`src/rtl/keypad_pkg.sv`:
```
// keypad_pkg: shared types and helpers for the keypad scanner.
//   kp_state_e : debounce FSM states (IDLE, PRESS_DB, HELD, REL_DB)
//   kp_evt_t   : queued key event {code, rel}; code is held in a fixed
//                KP_CODE_MAX_W field, so ROWS*COLS must not exceed 256
//   kp_width() : bits needed to hold the values 0..n-1 (at least 1)
package keypad_pkg;

  localparam int KP_CODE_MAX_W = 8;

  typedef enum logic [1:0] {
    IDLE     = 2'd0,
    PRESS_DB = 2'd1,
    HELD     = 2'd2,
    REL_DB   = 2'd3
  } kp_state_e;

  typedef struct packed {
    logic [KP_CODE_MAX_W-1:0] code;
    logic                     rel;
  } kp_evt_t;

  function automatic int kp_width(input int n);
    return (n <= 2) ? 1 : $clog2(n);
  endfunction

endpackage

```
`src/rtl/keypad_evt_fifo.sv`:
```
// keypad_evt_fifo: synchronous FIFO for key events with a sticky drop flag.
// Ports:
//   clk, rst  : clock, synchronous active-high reset (empties the queue)
//   push, din : write request and data; dropped when full unless a pop
//               happens in the same cycle
//   valid     : head entry present
//   ready     : consumer accepts the head
//   dout      : head entry
//   overflow  : sticky, set when a push was dropped; cleared only by rst
// Handshake: an entry leaves the head on a rising clk edge where valid and
// ready are both high; dout is stable while valid is high and ready is low.
// A pop while empty does nothing.
module keypad_evt_fifo #(
  parameter int W     = 9,
  parameter int DEPTH = 4
) (
  input  logic         clk,
  input  logic         rst,
  input  logic         push,
  input  logic [W-1:0] din,
  output logic         valid,
  input  logic         ready,
  output logic [W-1:0] dout,
  output logic         overflow
);

  localparam int AW = (DEPTH <= 2) ? 1 : $clog2(DEPTH);

  logic [W-1:0]  mem [DEPTH];
  logic [AW-1:0] wr_ptr;
  logic [AW-1:0] rd_ptr;
  logic [AW:0]   count;
  logic          full;
  logic          pop;
  logic          wr_en;

  assign valid = (count != '0);
  assign full  = (count == (AW+1)'(DEPTH));
  assign pop   = valid && ready;
  // A pop in the same cycle frees the slot, so a full queue still accepts.
  assign wr_en = push && (!full || pop);
  assign dout  = mem[rd_ptr];

  always_ff @(posedge clk) begin
    if (rst) begin
      wr_ptr   <= '0;
      rd_ptr   <= '0;
      count    <= '0;
      overflow <= 1'b0;
      for (int i = 0; i < DEPTH; i++) mem[i] <= '0;
    end else begin
      if (wr_en) begin
        mem[wr_ptr] <= din;
        wr_ptr      <= wr_ptr + 1'b1;
      end
      if (pop) rd_ptr <= rd_ptr + 1'b1;
      case ({wr_en, pop})
        2'b10:   count <= count + 1'b1;
        2'b01:   count <= count - 1'b1;
        default: ;
      endcase
      if (push && !wr_en) overflow <= 1'b1;
    end
  end

endmodule

```
`src/rtl/keypad_scanner.sv`:
```
// keypad_scanner: matrix keypad front end. Strobes one row at a time,
// samples the active-high column returns at the end of each row dwell,
// debounces the assembled frame over several full scans and queues
// press (and optionally release) events.
// Build option: define KEYPAD_RELEASE_EVT_EN to queue release events;
// otherwise releases only return the FSM to IDLE and key_release is 0.
// Ports:
//   clk, rst    : clock, synchronous active-high reset
//   key_col     : column returns, bit COLS-1 is column 0
//   key_row     : one-hot row strobe, bit ROWS-1 is row 0
//   key_valid   : event queue head present
//   key_ready   : consumer takes the head when high with key_valid
//   key_code    : head event scan index, row*COLS+col
//   key_release : head event is a release
//   key_pressed : a debounced key is currently held
//   overflow    : sticky, an event was dropped because the queue was full
//   dbg_state   : debounce FSM state
module keypad_scanner
  import keypad_pkg::*;
#(
  parameter int ROWS       = 4,
  parameter int COLS       = 3,
  parameter int SCAN_DIV   = 16,
  parameter int DEBOUNCE   = 4,
  parameter int FIFO_DEPTH = 4,
  localparam int CODE_W    = kp_width(ROWS * COLS)
) (
  input  logic              clk,
  input  logic              rst,
  input  logic [COLS-1:0]   key_col,
  output logic [ROWS-1:0]   key_row,
  output logic              key_valid,
  input  logic              key_ready,
  output logic [CODE_W-1:0] key_code,
  output logic              key_release,
  output logic              key_pressed,
  output logic              overflow,
  output kp_state_e         dbg_state
);

`ifdef KEYPAD_RELEASE_EVT_EN
  localparam bit REL_EN = 1'b1;
`else
  localparam bit REL_EN = 1'b0;
`endif

  localparam int FW = ROWS * COLS;
  localparam int RW = kp_width(ROWS);
  localparam int DW = kp_width(SCAN_DIV);
  localparam int CW = kp_width(DEBOUNCE + 1);

  // ---------------- row scan ----------------
  logic [RW-1:0]   row_q;
  logic [DW-1:0]   dwell_q;
  logic [FW-1:0]   frame_q;
  logic [FW-1:0]   frame_now;
  logic [COLS-1:0] col_rev;
  logic            sample;
  logic            fdone;

  assign sample  = (dwell_q == DW'(SCAN_DIV - 1));
  assign fdone   = sample && (row_q == RW'(ROWS - 1));
  assign key_row = {1'b1, {(ROWS-1){1'b0}}} >> row_q;

  // frame_now includes the row being sampled this cycle, so the last row
  // is part of the frame evaluated on fdone.
  always_comb begin
    col_rev = '0;
    for (int c = 0; c < COLS; c++) col_rev[c] = key_col[COLS-1-c];
    frame_now = frame_q;
    if (sample) frame_now = frame_q | (FW'(col_rev) << (int'(row_q) * COLS));
  end

  always_ff @(posedge clk) begin
    if (rst) begin
      row_q   <= '0;
      dwell_q <= '0;
      frame_q <= '0;
    end else if (sample) begin
      dwell_q <= '0;
      row_q   <= (row_q == RW'(ROWS - 1)) ? '0 : row_q + 1'b1;
      frame_q <= fdone ? '0 : frame_now;
    end else begin
      dwell_q <= dwell_q + 1'b1;
    end
  end

  // ---------------- debounce FSM ----------------
  kp_state_e         state_q, state_d;
  logic [CW-1:0]     cnt_q, cnt_d;
  logic [CODE_W-1:0] cur_q, cur_d;
  logic [CODE_W-1:0] cand;
  logic              frame_any;
  logic              cur_hit;
  logic              push_q, push_d;
  logic              rel_q, rel_d;

  // Lowest set index wins; other simultaneous keys are ignored.
  always_comb begin
    cand = '0;
    for (int i = FW - 1; i >= 0; i--) if (frame_now[i]) cand = CODE_W'(i);
    frame_any = |frame_now;
    cur_hit   = frame_now[cur_q];
  end

  always_comb begin
    state_d = state_q;
    cnt_d   = cnt_q;
    cur_d   = cur_q;
    push_d  = 1'b0;
    rel_d   = 1'b0;
    if (fdone) begin
      case (state_q)
        IDLE: if (frame_any) begin
          cur_d = cand;
          cnt_d = CW'(1);
          if (DEBOUNCE == 1) begin
            push_d  = 1'b1;
            state_d = HELD;
          end else begin
            state_d = PRESS_DB;
          end
        end
        PRESS_DB: if (frame_any && cand == cur_q) begin
          cnt_d = cnt_q + 1'b1;
          if (cnt_d == CW'(DEBOUNCE)) begin
            push_d  = 1'b1;
            state_d = HELD;
          end
        end else begin
          state_d = IDLE;
        end
        HELD: if (!cur_hit) begin
          cnt_d = CW'(1);
          if (DEBOUNCE == 1) begin
            push_d  = REL_EN;
            rel_d   = 1'b1;
            state_d = IDLE;
          end else begin
            state_d = REL_DB;
          end
        end
        REL_DB: if (!cur_hit) begin
          cnt_d = cnt_q + 1'b1;
          if (cnt_d == CW'(DEBOUNCE)) begin
            push_d  = REL_EN;
            rel_d   = 1'b1;
            state_d = IDLE;
          end
        end else begin
          state_d = HELD;
        end
        default: state_d = IDLE;
      endcase
    end
  end

  // The push is registered, so it reaches the queue the cycle after fdone.
  // cur_q cannot change before the next fdone, so it supplies the code.
  always_ff @(posedge clk) begin
    if (rst) begin
      state_q <= IDLE;
      cnt_q   <= '0;
      cur_q   <= '0;
      push_q  <= 1'b0;
      rel_q   <= 1'b0;
    end else begin
      state_q <= state_d;
      cnt_q   <= cnt_d;
      cur_q   <= cur_d;
      push_q  <= push_d;
      rel_q   <= rel_d;
    end
  end

  assign key_pressed = (state_q == HELD) || (state_q == REL_DB);
  assign dbg_state   = state_q;

  // ---------------- event queue ----------------
  kp_evt_t evt_in;
  kp_evt_t head;
  logic    unused_head;

  assign evt_in.code = KP_CODE_MAX_W'(cur_q);
  assign evt_in.rel  = rel_q;

  keypad_evt_fifo #(
    .W     ($bits(kp_evt_t)),
    .DEPTH (FIFO_DEPTH)
  ) u_fifo (
    .clk      (clk),
    .rst      (rst),
    .push     (push_q),
    .din      (evt_in),
    .valid    (key_valid),
    .ready    (key_ready),
    .dout     (head),
    .overflow (overflow)
  );

  assign key_code    = head.code[CODE_W-1:0];
  assign unused_head = ^head;
`ifdef KEYPAD_RELEASE_EVT_EN
  assign key_release = head.rel;
`else
  assign key_release = 1'b0;
`endif

endmodule

```
`config.mk`:
```
export PLATFORM = sky130hd
export DESIGN_NAME = keypad_scanner
export DESIGN_NICKNAME = d
export VERILOG_FILES = /design/src/rtl/keypad_pkg.sv /design/src/rtl/keypad_evt_fifo.sv /design/src/rtl/keypad_scanner.sv
export SDC_FILE = /design/constraint.sdc
export NUM_CORES = 1
export LEC_CHECK = 0
export BUFFER_PORTS_ARGS = -buffer_cell sky130_fd_sc_hd__buf_2
export CAP_MARGIN = 5
export CORE_MARGIN = 2
export CORE_UTILIZATION = 54
export CTS_BUF_LIST = sky130_fd_sc_hd__clkbuf_16
export CTS_CLUSTER_DIAMETER = 200
export CTS_CLUSTER_SIZE = 24
export DETAILED_ROUTE_END_ITERATION = 6
export PLACE_DENSITY = 0.75
export SETUP_SLACK_MARGIN = 0.3
export SLEW_MARGIN = 20
export SYNTH_ARGS = -nofsm -noshare
export SYNTH_HDL_FRONTEND = slang
export SYNTH_SLANG_ARGS = --single-unit
```
`constraint.sdc`:
```
create_clock -name clk -period 2.7 [get_ports clk]
set_clock_uncertainty 0.1 [all_clocks]
set_input_delay 0.54 -clock clk [delete_from_list [all_inputs] [get_ports clk]]
set_output_delay 0.54 -clock clk [all_outputs]
set_load 0.03 [all_outputs]
```
After elaboration in Yosys (flattened, before gate mapping)
Memory sizes are Yosys's and may differ from the RTL's. A register that Yosys moved wholly into a read port is not among the register bits. Index checks and enable logic that the tools add are counted.

RAM bits: 20. Logic and storage cells: 106. Register bits: 37. Output and inout bits: 14. Memories kept: 1. Input port bits: 6.

Memories: u_fifo.mem (depth 4, bits a word 5, rd ports 1, clocked after Yosys merged registers in 1, wr ports 4, line keypad_evt_fifo.sv:29) `logic [W-1:0] mem [DEPTH];`.

Shift-type cells: 2. Bitwise operators: 5. Add/subtract/negate cells: 7. $mul: 1. Magnitude comparators: 1. Reductions and logical operators: 20. Muxes and demuxes: 41. Eq/ne operators: 16.

Operators by type and width (number): two-way mux 4 bit (12); two-way mux 12 bit (2); two-way mux 2 bit (10); two-way mux 3 bit (4); OR 12 bit (1); one-hot mux 3 bit (4 select lines) (1); OR reduction 12 bit (1); left shift 3 x 4 -> 12 bit (1); AND reduction 5 bit (2); == test 2 bit (second input constant) (4); two-way mux 1 bit (8); inequality test 2 bit (second input constant) (4); one-hot mux 2 bit (4 select lines) (1); OR reduction 4 bit (2); adder 2 x 1 -> 2 bit (second input constant) (3); adder 3 x 1 -> 3 bit (second input constant) (2); == test 3 bit (second input constant) (2); inequality test 3 bit (second input constant) (2); one-hot mux 3 bit (2 select lines) (1); logical AND 1 bit (5); < comparator 4 x 5 -> 1 bit (second input constant) (1); two-way mux 5 bit (1); OR reduction 5 bit (1); adder 4 x 1 -> 4 bit (second input constant) (1); other kinds (15) (21).

Logic depth before layout (Yosys ltp)
Gate-level depths: netlist of run 1.

Depth in word-level cells: 20. Gate-level depth with buffers: 10. Mapped depth without buffers: 9.

Hierarchy
A second synthesis of run 1 with hierarchy kept.

Cell total of the unflattened synthesis: 344. Area total of the unflattened synthesis: 3829.9 µm².

Modules (own cells, without submodules): keypad_evt_fifo (sequential area each 1281.2 µm², instances 1, cells an instance 140, area an instance 2039.5 µm²); keypad_scanner (sequential area each 580.6 µm², instances 1, cells an instance 204, area an instance 1790.5 µm²).

Worst setup path after synthesis of run 1
Ideal clock, no wire load.

Path type: input to register. Start point: input key_col[2]. End point: register cnt_q[2]. Stages: 10. Slack: 53 ps. Path buffers: 2. Data arrival time: 2429 ps. Path through: buf_6 o21bai_2 o21ai_1 or4_1 buf_2 o211ai_4 o211ai_4 o22ai_4 o21ai_2 a32o_1.

Word-level cells in the longest chain between the ends: 19. Elaborated cells between the ends (all ways): 25.

RTL lines: start, declared (line keypad_scanner.sv:30) `input logic [COLS-1:0] key_col,`; left shift 3 x 4 -> 12 bit * (line keypad_scanner.sv:71) `if (sample) frame_now = frame_q | (FW'(col_rev) << (int'(row_q) * COLS));`; OR 12 bit * (line keypad_scanner.sv:71); two-way mux 12 bit * (line keypad_scanner.sv:71); two-way mux 4 bit (12 in a row) (line keypad_scanner.sv:101) `for (int i = FW - 1; i >= 0; i--) if (frame_now[i]) cand = CODE_W'(i);`; == test 4 bit (line keypad_scanner.sv:124) `PRESS_DB: if (frame_any && cand == cur_q) begin`; logical AND 1 bit (line keypad_scanner.sv:124); inequality test 2 bit (no source line); AND reduction 5 bit (no source line) *; end signal, assigned (line keypad_scanner.sv:169) `cnt_q <= cnt_d;`; end, declared (line keypad_scanner.sv:90) `logic [CW-1:0] cnt_q, cnt_d;`.

Every way passes the cells marked *; elsewhere a longest branch is shown, timed or not. The select of a mux whose other input is x is not followed. A chain may end at the register's enable or synchronous reset.

Worst setup path in the final report of run 1
Start point: register dwell_q[1]. End point: register cnt_q[2].

Word-level cells in the longest chain between the ends: 18. Elaborated cells between the ends (all ways): 25.

RTL lines: start, declared (line keypad_scanner.sv:54) `logic [DW-1:0] dwell_q;`; start signal, assigned (line keypad_scanner.sv:84) `dwell_q <= dwell_q + 1'b1;`; == test 4 bit * (line keypad_scanner.sv:61) `assign sample = (dwell_q == DW'(SCAN_DIV - 1));`; two-way mux 12 bit (line keypad_scanner.sv:71); two-way mux 4 bit (12 in a row) (line keypad_scanner.sv:101); == test 4 bit (line keypad_scanner.sv:124); logical AND 1 bit (line keypad_scanner.sv:124); inequality test 2 bit (no source line); AND reduction 5 bit (no source line) *.

Marks and branches as above.

==> results.md, run 1 <==
Run status:
- The run finished with clean final reports.

Setup path:
- The worst register-to-register path has a depth of 10.
- Data on the critical path is required at its endpoint by 2790 ps.
- The setup check on the worst reg-to-reg path leaves a slack of 120 ps.
- The worst setup path is of the reg2reg kind.
- The worst setup path is launched from a flop.
- The reg-to-reg endpoint is cnt_q[2].
- The largest single stage delay on the critical path is 360 ps.
- STA classifies the critical path endpoint as a flop.
- The critical-path maximum fanout is 8.
- The critical path arrival is 2670 ps.
- Traced cell by cell, the critical path runs through ha_4, and3_2, a31o_1, o21ai_1, o22a_1, buf_6, o211ai_4, o22ai_4, o21ai_2, a32o_1.
- The startpoint of the worst register-to-register path is dwell_q[1].
- The cell at the slowest stage of the critical path is dfxtp_4.

Global routing:
- For this run, global-route usage on met2 was measured as 0.420.
- The most used routing layer is met2.
- The total congestion overflow is 0.
- The number of antenna violations at the first check in global routing is 0.
- The wire length of the first global-routing pass is 11.9 mm.
- The via count of the first global-routing pass is 2468.
- The largest net degree at the start of global routing is 28.
- Across every metal layer, demand over resource in global routing totals 0.241.
- For met3 alone, demand over resource in global routing was 0.0437.
- The met1 usage is 0.303.

Routing:
- The routed layout has 2660 vias.
- The mean routed wirelength per cell is 17.0 microns.
- In the routed design, unresolved DRC markers number 0.
- After detailed routing, the total wire length is 7.39 mm.
- The number of detailed-routing iterations run before antenna repair is 5.
- The detail route stage leaves a number of antenna-violating nets equal to 0.
- The DRC marker count from the first detailed-route iteration is 200.
- Using the TritonRoute via totals, the vias-per-cell ratio works out to 6.11.

Clock network:
- The buffer levels on the longest clock path is 2.
- The H-tree depth reported by CTS is 2.
- After clock tree synthesis, the clock-pin slew on the worst setup and hold paths is 70 ps.
- The tree is rooted in a clkbuf_16.
- CTS saw 54 sinks.
- Clock latency on the worst-skew pair, taken at its later pin, is 290 ps.
- The number of buffers created by CTS is 5.
- TritonCTS built the clock tree.

Synth:
- The cell area after synthesis is 3010 sq um.
- The fraction of the yosys area taken by sequential cells is 0.413.
- In this run, distinct cell masters in the synthesized netlist total 69.
- In this run, synthesis produced a sequential element count of 54.
- The flip-flop cell with the highest count after synthesis is dfxtp_1.
- In this run, synthesis inferred 16 flip-flops with an integrated enable.
- Synthesis handed over a netlist of 326 instances.
- The proportion of synthesized flip-flops having asynchronous set or reset is 0.
- The count of yosys warnings during synthesis is 0.
- The synthesized area divided by synthesized cell count is 9.22 sq um.
- Counting every net in the synthesized netlist gives 341.

Placed design:
- The total half-perimeter wirelength after legalization and detailed placement is 5.20 mm.
- During placement, the flow inserted port buffers numbering 18.
- The last weighted congestion value of the routability-driven placer is 0.914.

Floorplanning:
- The region available for standard cell placement spans 5440 sq um.
- The vertical die dimension is 78.6 microns.
- The standard-cell row count is 27.
- The floorplan die width is 78.6 microns.
- The top-level port count is 20.
- The die covers 6180 sq um.
- The initial utilization of the core area, before any placement, comes to 0.553.

Hold path:
- The worst hold path was traced through 2 stages.
- The worst min-delay path startpoint is u_fifo.count[2].
- The path with the worst hold slack has its endpoint at u_fifo.count[2].
- The worst min-delay path category is reg2reg.

Timing:
- The max-slew violation count came to 0.
- On the final layout, the worst hold slack is 409 ps.
- Setup violations remaining at the end of the flow were counted as 0.
- Measured against its own limit, the worst slew margin works out to 0.469.
- The worst path in the final design needs a cycle of 2580 ps, including I/O delays and setup.
- In the finished design, the share of the clock period the worst path needs comes to 0.955.
- The final count of hold timing violations is 0.
- At the pin with the least slew margin, the transition time is 789 ps.
- The maximum frequency from static timing analysis is 0.388 GHz.
- Setup repair after global routing could not meet its margin everywhere.

Power and ir drop:
- Summing internal, switching and leakage power gives 1660 uW.
- The leakage power figure is 0.00142 uW.
- The total power divided by cell area is 445 nW/um^2.
- The worst-case vdd ir drop is 0.242 mV.

Final layout:
- At the end of the flow, the number of nets in the layout was 377.
- The leading cell type in the layout, fill and taps excluded is nor2_1.
- The proportion of layout cells with a drive suffix above 1 is 0.303.
- The repair_antennas step left the layout with diodes totalling 0.
- Fill cells in the final layout number 409.
- The synthesis-to-finish area growth is 23.8%.
- The library cells used most frequently in the layout, excluding fill and tap cells, are nor2_1, dfxtp_1, buf_4.
- For this run, the share of the core covered by cells in the final layout is 0.684.

Flow run:
- Max-cap violations in this run came to 0.
## layout make-up
class                   count  area [sq um]  area share
flip-flops and latches     54          1250       0.336
clock buffers               5           125      0.0336
clock inverters             3          47.5      0.0128
multi-input cells         237          1820       0.489
well taps                  72          90.1      0.0242
inverters                  16          60.1      0.0161
repair buffers             48           327      0.0877
## critical path, delay by kind of cell, from the launching register on
family          cells  cell delay [ps]
compound gates      7             1480
flops               1              360
simple gates        1              250
fa+ha+maj           1              180
buf+inv             1              120
## through the flow
stage | TNS, ps | cell area, sq um | worst slack, ps | std cells
6_report | 0 | 3720 | 122 | 435
5_1_grt | -10.1 | 3720 | -10.1 | 435
4_1_cts | 0 | 3550 | 152 | 433
3_5_place_dp | -72.1 | 3310 | -72.1 | 421
3_3_place_gp | -42.4 | 3310 | -42.4 | 421
2_1_floorplan | 0 | 3060 | 151 | 326
## sequential cells by signal, summed over array words and instances, names as in the netlist, named ones only
name	flops
u_fifo.overflow	1
u_fifo.wr_ptr	2
dwell_q	4
u_fifo.mem	16
push_q	1
frame_q	12
cnt_q	3
u_fifo.count	3
row_q	2
dbg_state	2
cur_q	4
u_fifo.rd_ptr	2
## cell families after synthesis
kind of cell	share of synthesized area
compound gates	0.194
buf+inv	0.0545
fa+ha+maj	0.0400
simple gates	0.216
mux	0.0578
other cells	0.00125
xor+xnor	0.0233
flops	0.413
## routing by layer
layer | share of wire | vias to the layer above
met5 | 0 | -
met4 | 0.027 | 0
met3 | 0.062 | 23
met2 | 0.52 | 113
met1 | 0.39 | 1265
li1 | - | 1259
## Yosys cell counts, types with 3 or more instances
library cell / number / share of area
a211oi_1: 5 / 0.012
a21oi_1: 16 / 0.027
a311oi_1: 4 / 0.012
a31oi_1: 12 / 0.025
and2_1: 8 / 0.017
and3_1: 3 / 0.0062
buf_6: 3 / 0.011
clkbuf_1: 10 / 0.012
dfxtp_1: 38 / 0.25
edfxtp_1: 16 / 0.16
ha_1: 8 / 0.033
inv_1: 15 / 0.019
mux2i_1: 5 / 0.017
mux4_2: 4 / 0.030
nand2_1: 20 / 0.025
nand2b_1: 3 / 0.0062
nand3_1: 4 / 0.0067
nand4_1: 3 / 0.0062
nor2_1: 53 / 0.066
nor2b_1: 5 / 0.010
nor3_1: 5 / 0.0083
nor4_1: 3 / 0.0062
nor4b_1: 3 / 0.0087
o21ai_0: 11 / 0.018
o21ai_1: 4 / 0.0067
o22ai_1: 4 / 0.0083
xnor2_1: 4 / 0.012
xor2_1: 4 / 0.012
## power breakdown
part	switching, uW	total [uW]	internal, uW	leakage [uW]
logic	45.3	68.4	23.2	0.000868
registers	7.89	855	847	0.000465
clock network	292	734	442	0.0000844
total	345	1660	1310	0.00142
## worst max path at each step
stage,start,end,slack (ps),cells past startpoint
floorplan,key_col[1],cnt_q[2],150,10
global placement,key_col[2],push_q,-40,10
detailed placement,key_col[2],push_q,-70,10
CTS,dwell_q[0],dbg_state[0],150,10
global route,dwell_q[1],dbg_state[0],-10,9
finish,dwell_q[1],cnt_q[2],120,10
## repair_timing
action                     CTS  global route
pin swaps                    8            14
gates resized for setup      9            31
buffers inserted             4             2
setup endpoints to repair    8             9
hold buffers                 0             0
No activity file was read; power rests on OpenSTA's default activity.
==> run 2, diff against run 1 <==
Settings changed: CORE_MARGIN 2 to unset.
==> run 2 against run 1 <==
Die area decreased by 5.0%. Critical path depth unchanged. Maximum frequency increased by 3.6%. Utilization increased by 2.5 points. Non-clock buffer count increased by 1. Final cell count unchanged. Routed wire length increased by 1.6%. Sequential power about the same. First-iteration DRC count decreased by 26%. Critical endpoint unchanged. Largest cell class unchanged. Largest power group unchanged. Highest routed layer unchanged.
==> results.md, run 2 (same netlist as run 1, synthesis figures left out) <==
Floorplanning:
- The vertical die dimension is 76.6 microns (-2.5%).
- The placeable core region is 5240 sq um (-3.7%).
- The floorplan die width is 76.6 microns (-2.5%).
- The die outline area is 5870 sq um (-5.0%).
- The standard-cell row count came to 26 (-3.7%).
- The top-level port count is 20 (unchanged).
- The initial standard-cell utilization of the core is 0.574 (+0.0213).

Global routing:
- The number of antenna violations at the first check in global routing is 0 (unchanged).
- The wire length of the first global-routing pass is 12.2 mm (+2.4%).
- The met2 layer usage reported by global route came to 0.469 (+0.0497).
- The total congestion overflow is 0 (unchanged).
- The largest net degree at the start of global routing came to 26 (-7.1%).
- The via count of the first global-routing pass is 2530 (+2.5%).
- The met1 usage was 0.316 (+0.0129).
- The total routing resource utilization after global routing is 0.263 (+0.0216).
- The routing usage on met3 came to 0.0383 (-0.00535).
- The most used routing layer is met2.

Final layout:
- The filler cell count is 380 (-7.1%).
- The proportion of layout cells with a drive suffix above 1 is 0.315 (+0.0120).
- The post-layout instance area is 3720 sq um (-0.13%).
- The library cell used most frequently in the layout, excluding fill and tap cells, is nor2_1.
- In the layout the commonest cells are nor2_1, dfxtp_1, buf_4.
- The number of nets in the finished design came to 379 (+0.53%).
- The flip-flop count of the largest register after layout is 16 (unchanged).
- The register bank with the most flops is u_fifo.mem.
- The total area of sequential cells is 1250 sq um (+0.20%).
- The share of the core filled with cells in the final layout came to 0.710 (+0.0254).
- Compared with the post-synthesis result, the final layout area differs by 23.6%.
- The number of antenna diodes came to 0 (unchanged).
- In the final layout, the registers with the most flip-flops are u_fifo.mem: 16 flops, frame_q: 12 flops.
- The multi-input combinational cell area was 1830 sq um (+0.21%).

Clock network:
- The clock slew seen by the registers of the worst setup and hold paths is 70 ps (about the same).
- The number of buffers inserted by hold repair at cts came to 0 (unchanged).
- The sink count of the clock tree came to 54 (unchanged).
- The buffer levels on the longest clock path came to 2 (unchanged).
- The CTS tree is yes.
- The clock latency reported for the late side of the worst-skew pair is 290 ps (about the same).
- The H-tree depth reported by CTS is 2 (unchanged).
- The number of buffers created by CTS is 5 (unchanged).
- CTS placed an instance of clkbuf_16 at the clock tree root.

Setup path:
- The worst register-to-register path ends at cnt_q[2].
- The startpoint of the worst register-to-register path is dwell_q[0].
- The critical path launch point is dwell_q[0].
- The kind of critical path is reg2reg.
- The slack of the worst reg-to-reg path was 210 ps (+90 ps).
- The critical path buffer and inverter count was 1 (unchanged).
- The critical path arrival came to 2580 ps (-90 ps).
- The type of element launching the critical path is a flop.
- The path length in cells of the critical path was 10 (unchanged).
- The critical-path maximum fanout is 7 (-1).
- The critical path required time is 2790 ps (about the same).
- The cell type group with the largest total delay on the critical path is compound AO/OA/AOI/OAI gates.
- The slowest stage of the critical path belongs to the cell dfxtp_4.
- The capturing instance or port of the critical path is cnt_q[2].
- The logic depth of the worst register-to-register path is 10 (unchanged).
- Walking the worst path, the cells encountered are ha_4, and4b_2, a31oi_1, buf_4, mux2i_1, o211ai_1, a31oi_2, o22ai_4, o21ai_2, a32o_1.
- The critical path capture point type is a flop.
- The largest stage delay on the critical path was 350 ps (about the same).

Routing:
- The DRC marker count from the first detailed-route iteration is 149 (-26%).
- The number of nets still failing antenna checks after routing came to 0 (unchanged).
- The remaining design rule violation count is 0 (unchanged).
- The detail-routed via count per cell came to 6.00 (-1.8%).
- The via total after detailed routing is 2611 (-1.8%).
- The number of detailed-routing iterations run before antenna repair is 5 (unchanged).
- The mean routed wirelength per cell is 17.3 microns (+1.6%).
- The aggregate routed wire length is 7.51 mm (+1.6%).

Timing:
- The tightest slew margin relative to the limit is 0.543 (+0.0744).
- The time the worst path needs with I/O delays and setup came to 2490 ps (-90.1 ps).
- The count of endpoints failing setup in the final report came to 0 (unchanged).
- The aggregate negative setup slack is 0 ps (unchanged).
- The final count of hold timing violations is 0 (unchanged).
- The max-slew violation count is 0 (unchanged).
- The maximum frequency from static timing analysis was 0.402 GHz (+3.6%).
- The setup slack of the critical path after layout is 212 ps (+90.1 ps).
- The post-route fraction of the period consumed by the critical path is 0.922 (-0.0334).
- Setup repair after global routing could not meet its margin everywhere.
- The slew at the pin with the worst max-slew slack came to 678 ps (-111 ps).

Hold path:
- The worst min-delay path startpoint is u_fifo.overflow.
- The tightest min-delay check is of the reg2reg type.
- The number of cells traversed by the worst hold path is 2 (unchanged).

Placed design:
- The last weighted congestion value of the routability-driven placer is 0.913 (about the same).
- The total half-perimeter wirelength after legalization and detailed placement is 5.12 mm (-1.5%).
- The placement-stage cell area is 3280 sq um (-0.76%).
- The number of port buffers was 18 (unchanged).
- The worst setup slack after placement is 53.0 ps (+125 ps).

Power and ir drop:
- The leakage power figure came to 0.00143 uW (+1.0%).
- The post-layout total power is 1640 uW (-1.3%).
- The total power divided by cell area is 440 nW/um^2 (-1.2%).
- The worst-case vdd ir drop is 0.248 mV (+2.8%).

Run status:
- The flow ran to the end, and the final reports show no timing, DRC or antenna violations.

Flow run:
- The reported max-cap violation count is 0 (unchanged).
==> run 2: cell type report <==
cell class / count / share of cell area
clock buffer: 6 / 0.0404
sequential: 54 / 0.337
inverter: 16 / 0.0162
timing repair buffer: 49 / 0.0868
multi-input combinational: 238 / 0.491
clock inverter: 2 / 0.00471
tap: 70 / 0.0236
==> run 2: per-stage QoR <==
| stage | std cells | hold slack, ps |
|---|---|---|
| 3_3_place_gp | 416 | 344 |
| 2_1_floorplan | 326 | 343 |
| 6_report | 435 | 372 |
| 3_5_place_dp | 416 | 359 |
| 4_1_cts | 433 | 380 |
| 5_1_grt | 435 | 415 |
==> run 2: power by group <==
| part | internal [uW] | total [uW] | switching (uW) |
|---|---|---|---|
| clock | 406 | 706 | 301 |
| combinational | 26.1 | 74.7 | 48.6 |
| sequential | 846 | 855 | 8.63 |
| total | 1280 | 1640 | 358 |
==> run 2: how the worst min path moves through the flow <==
stage | to | slack (ps)
after floorplan | dwell_q[0] | 340
after global placement | dwell_q[0] | 340
after detailed placement | dwell_q[0] | 360
after CTS | u_fifo.overflow | 380
after global routing | u_fifo.overflow | 420
final | u_fifo.overflow | 370
==> run 2: worst register-to-register path, stage by stage, from the launching register on <==
cell and delay (ps):
dfxtp_4 350, ha_4 190, and4b_2 280, a31oi_1 240
buf_4 170, mux2i_1 70, o211ai_1 260, a31oi_2 170
o22ai_4 260, o21ai_2 80, a32o_1 210
==> run 2: routing by layer <==
layer	vias up	part of all wire
met4	0	0.024
met5	-	0
met1	1241	0.41
met3	20	0.043
met2	94	0.52
li1	1256	-
==> run 2: timing repair <==
item                                    CTS  global route
setup buffers                             8             2
pin swaps                                14             8
gates cloned                              1             0
endpoints found under the setup margin    8             9
resized for setup                        32            11
==> run 3, diff against run 2 <==
Settings changed: ABC_AREA set to 1, CTS_CLUSTER_SIZE 24 to unset.
==> run 3 against run 2 <==
Critical path depth up 7. Combinational power down 30%. Routed wire length down 22%. Flip-flop and latch count unchanged. Synthesized cell count up 15%. Largest power group unchanged. Maximum frequency up 3.2%. Clock power down 0.6%. Final cell count up 7.1%. Area after synthesis down 6.8%. Sequential share of layout area up 4.9 points. Utilization down 4.3 points.
==> results.md, run 3 <==
Placed design:
- The placement-stage cell area is 2930 sq um (-11%).
- The number of port buffers came to 18 (unchanged).
- The last weighted congestion value of the routability-driven placer is 0.922 (+0.91%).
- The total half-perimeter wirelength after legalization and detailed placement is 4.09 mm (-20%).

Final layout:
- The leading cell type in the layout, fill and taps excluded is nand2_1.
- The total area of sequential cells is 1250 sq um (-0.40%).
- The number of nets in the finished design came to 413 (+9.0%).
- Ranked by flip-flop count, first place goes to u_fifo.mem.
- The flip-flop count of the largest register after layout was 16 (unchanged).
- The number of antenna diodes is 0 (unchanged).
- The proportion of layout cells with a drive suffix above 1 is 0.193 (-0.122).
- In the layout the commonest cells are nand2_1, nor2_1, inv_1.
- The filler cell count was 410 (+7.9%).
- The area growth from synthesis to layout is 15.3%.
- The largest registers in the layout are u_fifo.mem: 16 flops, frame_q: 12 flops.
- The multi-input combinational cell area is 1370 sq um (-25%).
- The post-layout instance area is 3230 sq um (-13%).

Floorplanning:
- The standard-cell row count is 25 (-3.8%).
- The initial standard-cell utilization of the core is 0.578 (+0.00401).
- The top-level port count is 20 (unchanged).
- The placeable core region is 4850 sq um (-7.4%).
- The die outline area is 5480 sq um (-6.6%).
- The vertical die dimension is 74.0 microns (-3.4%).
- The floorplan die width is 74.0 microns (-3.4%).

Global routing:
- The via count of the first global-routing pass is 2205 (-13%).
- The wire length of the first global-routing pass came to 9.27 mm (-24%).
- The number of antenna violations at the first check in global routing came to 0 (unchanged).
- The largest net degree at the start of global routing is 17 (-35%).
- The total congestion overflow is 0 (unchanged).
- The total routing resource utilization after global routing is 0.222 (-0.0411).

Setup path:
- The critical path buffer and inverter count is 1 (unchanged).
- The critical-path maximum fanout was 7 (unchanged).
- The type of element launching the critical path is a flop.
- The critical path arrival is 2490 ps (-90 ps).
- The setup path with the least slack is of type reg2reg.
- The largest stage delay on the critical path is 340 ps (about the same).
- The cell family contributing the most delay on the critical path is simple AND/OR/NAND/NOR gates.
- The cell at the slowest stage of the critical path is dfxtp_2.
- STA classifies the critical path endpoint as a flop.
- The most numerous cell type found on the critical path is nand2_1.
- The critical path required time was 2780 ps (about the same).
- Traced cell by cell, the critical path runs through ha_4, nand3_4, nor2_1, nor2_2, nand2_1, nor2_2, inv_1, nand3_1, nand2_1, nor2_1, nand2_1, a21oi_2, nand2_1, nand2_2, nand3b_1, nand2_1, nor2_1.

Synth:
- The xor and xnor area share after synthesis came to 0.00625 (-0.0171).
- The share of cell area taken by muxes after synthesis is 0 (-0.0578).
- The area share of and/or/nand/nor cells after synthesis is 0.282 (+0.0653).
- The number of library cell types mapped by synthesis was 38 (-45%).
- The combinational family with the most area after synthesis is simple AND/OR/NAND/NOR gates.
- By area the synthesized netlist is led by dfxtp_1, edfxtp_1, nand2_1, nor2_1, inv_1.
- The synthesized area divided by synthesized cell count is 7.49 sq um (-19%).
- The flop and latch count out of synthesis is 54 (unchanged).
- The count of yosys warnings during synthesis was 0 (unchanged).
- The gate count of the mapped netlist is 374 (+15%).
- The fraction of the yosys area taken by sequential cells is 0.443 (+0.0300).
- The synthesized-area fraction occupied by ao, oa, aoi and oai cells is 0.137 (-0.0569).
- In the post-synthesis netlist, the cell with the most instances is nand2_1.
- Counting instances in the post-synthesis netlist gives the leading cell types as nand2_1, nor2_1, inv_1, dfxtp_1, o21ai_0.
- The area fraction of the dominant cell type after synthesis is 0.271 (+0.0184).
- The count of flip-flops with a built-in enable after synthesis was 16 (unchanged).
- The proportion of synthesized flip-flops having asynchronous set or reset is 0 (unchanged).
- The synthesized-area fraction occupied by adder cells is 0.0429 (+0.00291).
- The largest total area in the synthesized netlist belongs to dfxtp_1.
- The synthesized net count came to 389 (+14%).
- The flip-flop cell with the highest count after synthesis is dfxtp_1.
- The cell area after synthesis was 2800 sq um (-6.8%).

Timing:
- The final count of hold timing violations is 0 (unchanged).
- The count of endpoints failing setup in the final report was 0 (unchanged).
- The time the worst path needs with I/O delays and setup is 2410 ps (-77.4 ps).
- The tightest slew margin relative to the limit was 0.589 (+0.0460).
- The worst slack on hold paths is 343 ps (-29.8 ps).
- The maximum frequency from static timing analysis is 0.415 GHz (+3.2%).
- The slew at the pin with the worst max-slew slack is 610 ps (-68.3 ps).
- Setup repair after global routing could not meet its margin everywhere.
- The post-route fraction of the period consumed by the critical path is 0.893 (-0.0287).
- The aggregate negative setup slack is 0 ps (unchanged).
- The max-slew violation count is 0 (unchanged).

Flow run:
- The reported max-cap violation count is 0 (unchanged).

Routing:
- The number of detailed-routing iterations run before antenna repair is 4 (-1).
- The mean routed wirelength per cell is 12.5 microns (-27%).
- The number of nets still failing antenna checks after routing is 0 (unchanged).
- The via total after detailed routing is 2411 (-7.7%).
- The aggregate routed wire length is 5.85 mm (-22%).
- The DRC marker count from the first detailed-route iteration is 90 (-40%).
- The detail-routed via count per cell is 5.17 (-14%).
- The remaining design rule violation count was 0 (unchanged).

Power and ir drop:
- The internal power summed over all cells is 1290 uW (+1.2%).
- The proportion of power drawn by the clock network is 0.438 (+0.006).
- The total power divided by cell area is 497 nW/um^2 (+13%).
- The leakage power figure is 0.00138 uW (-3.7%).
- The sequential cell fraction of total power is 0.530 (+0.007).
- The switching part of the total power is 0.194 (-0.0250).
- The worst-case vdd ir drop is 0.310 mV (+25%).
- The net switching component of the power came to 311 uW (-13%).
- The combinational cell fraction of total power came to 0.032 (-0.014).

Clock network:
- The sink count of the clock tree was 54 (unchanged).
- The number of buffers inserted by hold repair at cts was 0 (unchanged).
- The CTS tree is yes.
- The clock latency reported for the late side of the worst-skew pair is 290 ps (about the same).
- The number of buffers created by CTS is 5 (unchanged).
- The buffer levels on the longest clock path is 2 (unchanged).
- The H-tree depth reported by CTS is 2 (unchanged).
- Clock tree synthesis selected as its root buffer the cell clkbuf_16.
- The clock slew seen by the registers of the worst setup and hold paths was 60 ps (about the same).

Hold path:
- In this run the worst hold path is classified as reg2reg.

Run status:
- The run finished with clean final reports.
-- run 3: cell count changes in the layout (fill, tap and decap cells not counted), sizes merged, moves of 5 or more --
cell   before  now
a21oi      16   26
a31oi      12    1
and2        8    0
buf        49   26
inv        17   53
mux2i       6    0
nand2      20   80
nand3       4   20
nor2       54   70
nor2b       5    0
o21ai      17   26
-- run 3: final timing paths --
| check | slack, ps | start | cells after the start | endpoint |
|---|---|---|---|---|
| worst max-delay path | 290 | dwell_q[0] | 17 | cnt_q[0] |
| worst min-delay path | 340 | dwell_q[0] | 1 | dwell_q[0] |
| worst max register to register | 290 | dwell_q[0] | 17 | cnt_q[0] |
| worst min register to register | 340 | dwell_q[0] | 1 | dwell_q[0] |
-- run 3: power by group through the flow --
stage          Combinational, uW  Clock [uW]  Sequential (uW)
3_5_place_dp                50.2           0              867
5_1_grt                     58.0         747              851
2_1_floorplan               35.5           0              866
4_1_cts                     50.5         719              849
6_report                    52.1         702              850
3_3_place_gp                49.8           0              867
-- run 3: cells by family (layout without fill, tap and decap cells) --
family / Yosys count / in the layout
compound gates: 66 / 66
xor+xnor: 2 / 2
fa+ha+maj: 9 / 9
buf+inv: 61 / 86
flops: 54 / 54
other cells: 1 / 1
simple gates: 181 / 181
-- run 3: stage by stage --
stage / utilization / setup slack [ps] / instances / total power [uW]
finish: 0.666 / 289 / 466 / 1600
global route: 0.666 / 97.2 / 466 / 1660
CTS: 0.645 / 303 / 460 / 1620
detailed placement: 0.605 / 268 / 450 / 917
global placement: 0.605 / 271 / 450 / 917
floorplan: - / 532 / 374 / 902
-- run 3: what timing repair did --
item	4_1_cts	5_1_grt
gates resized for setup	7	16
buffers inserted	2	5
setup endpoints to repair	4	6
pin swaps	1	9
gates cloned	0	1
-- run 3: final cells by class --
class | count | area share
Clock buffer | 5 | 0.0387
Tap cell | 67 | 0.0259
Timing Repair inverter | 1 | 0.00194
Timing Repair Buffer | 26 | 0.0476
Multi-Input combinational cell | 259 | 0.425
Inverter | 51 | 0.0616
Clock inverter | 3 | 0.0128
Sequential cell | 54 | 0.387
-- run 3: per-layer routing --
metal  vias up  track usage  wire, microns
met5         -            0              0
met4         0       0.0876             90
met3        10       0.0434            212
met2        52        0.406           2980
met1      1099        0.253           2560
li1       1250            -              -
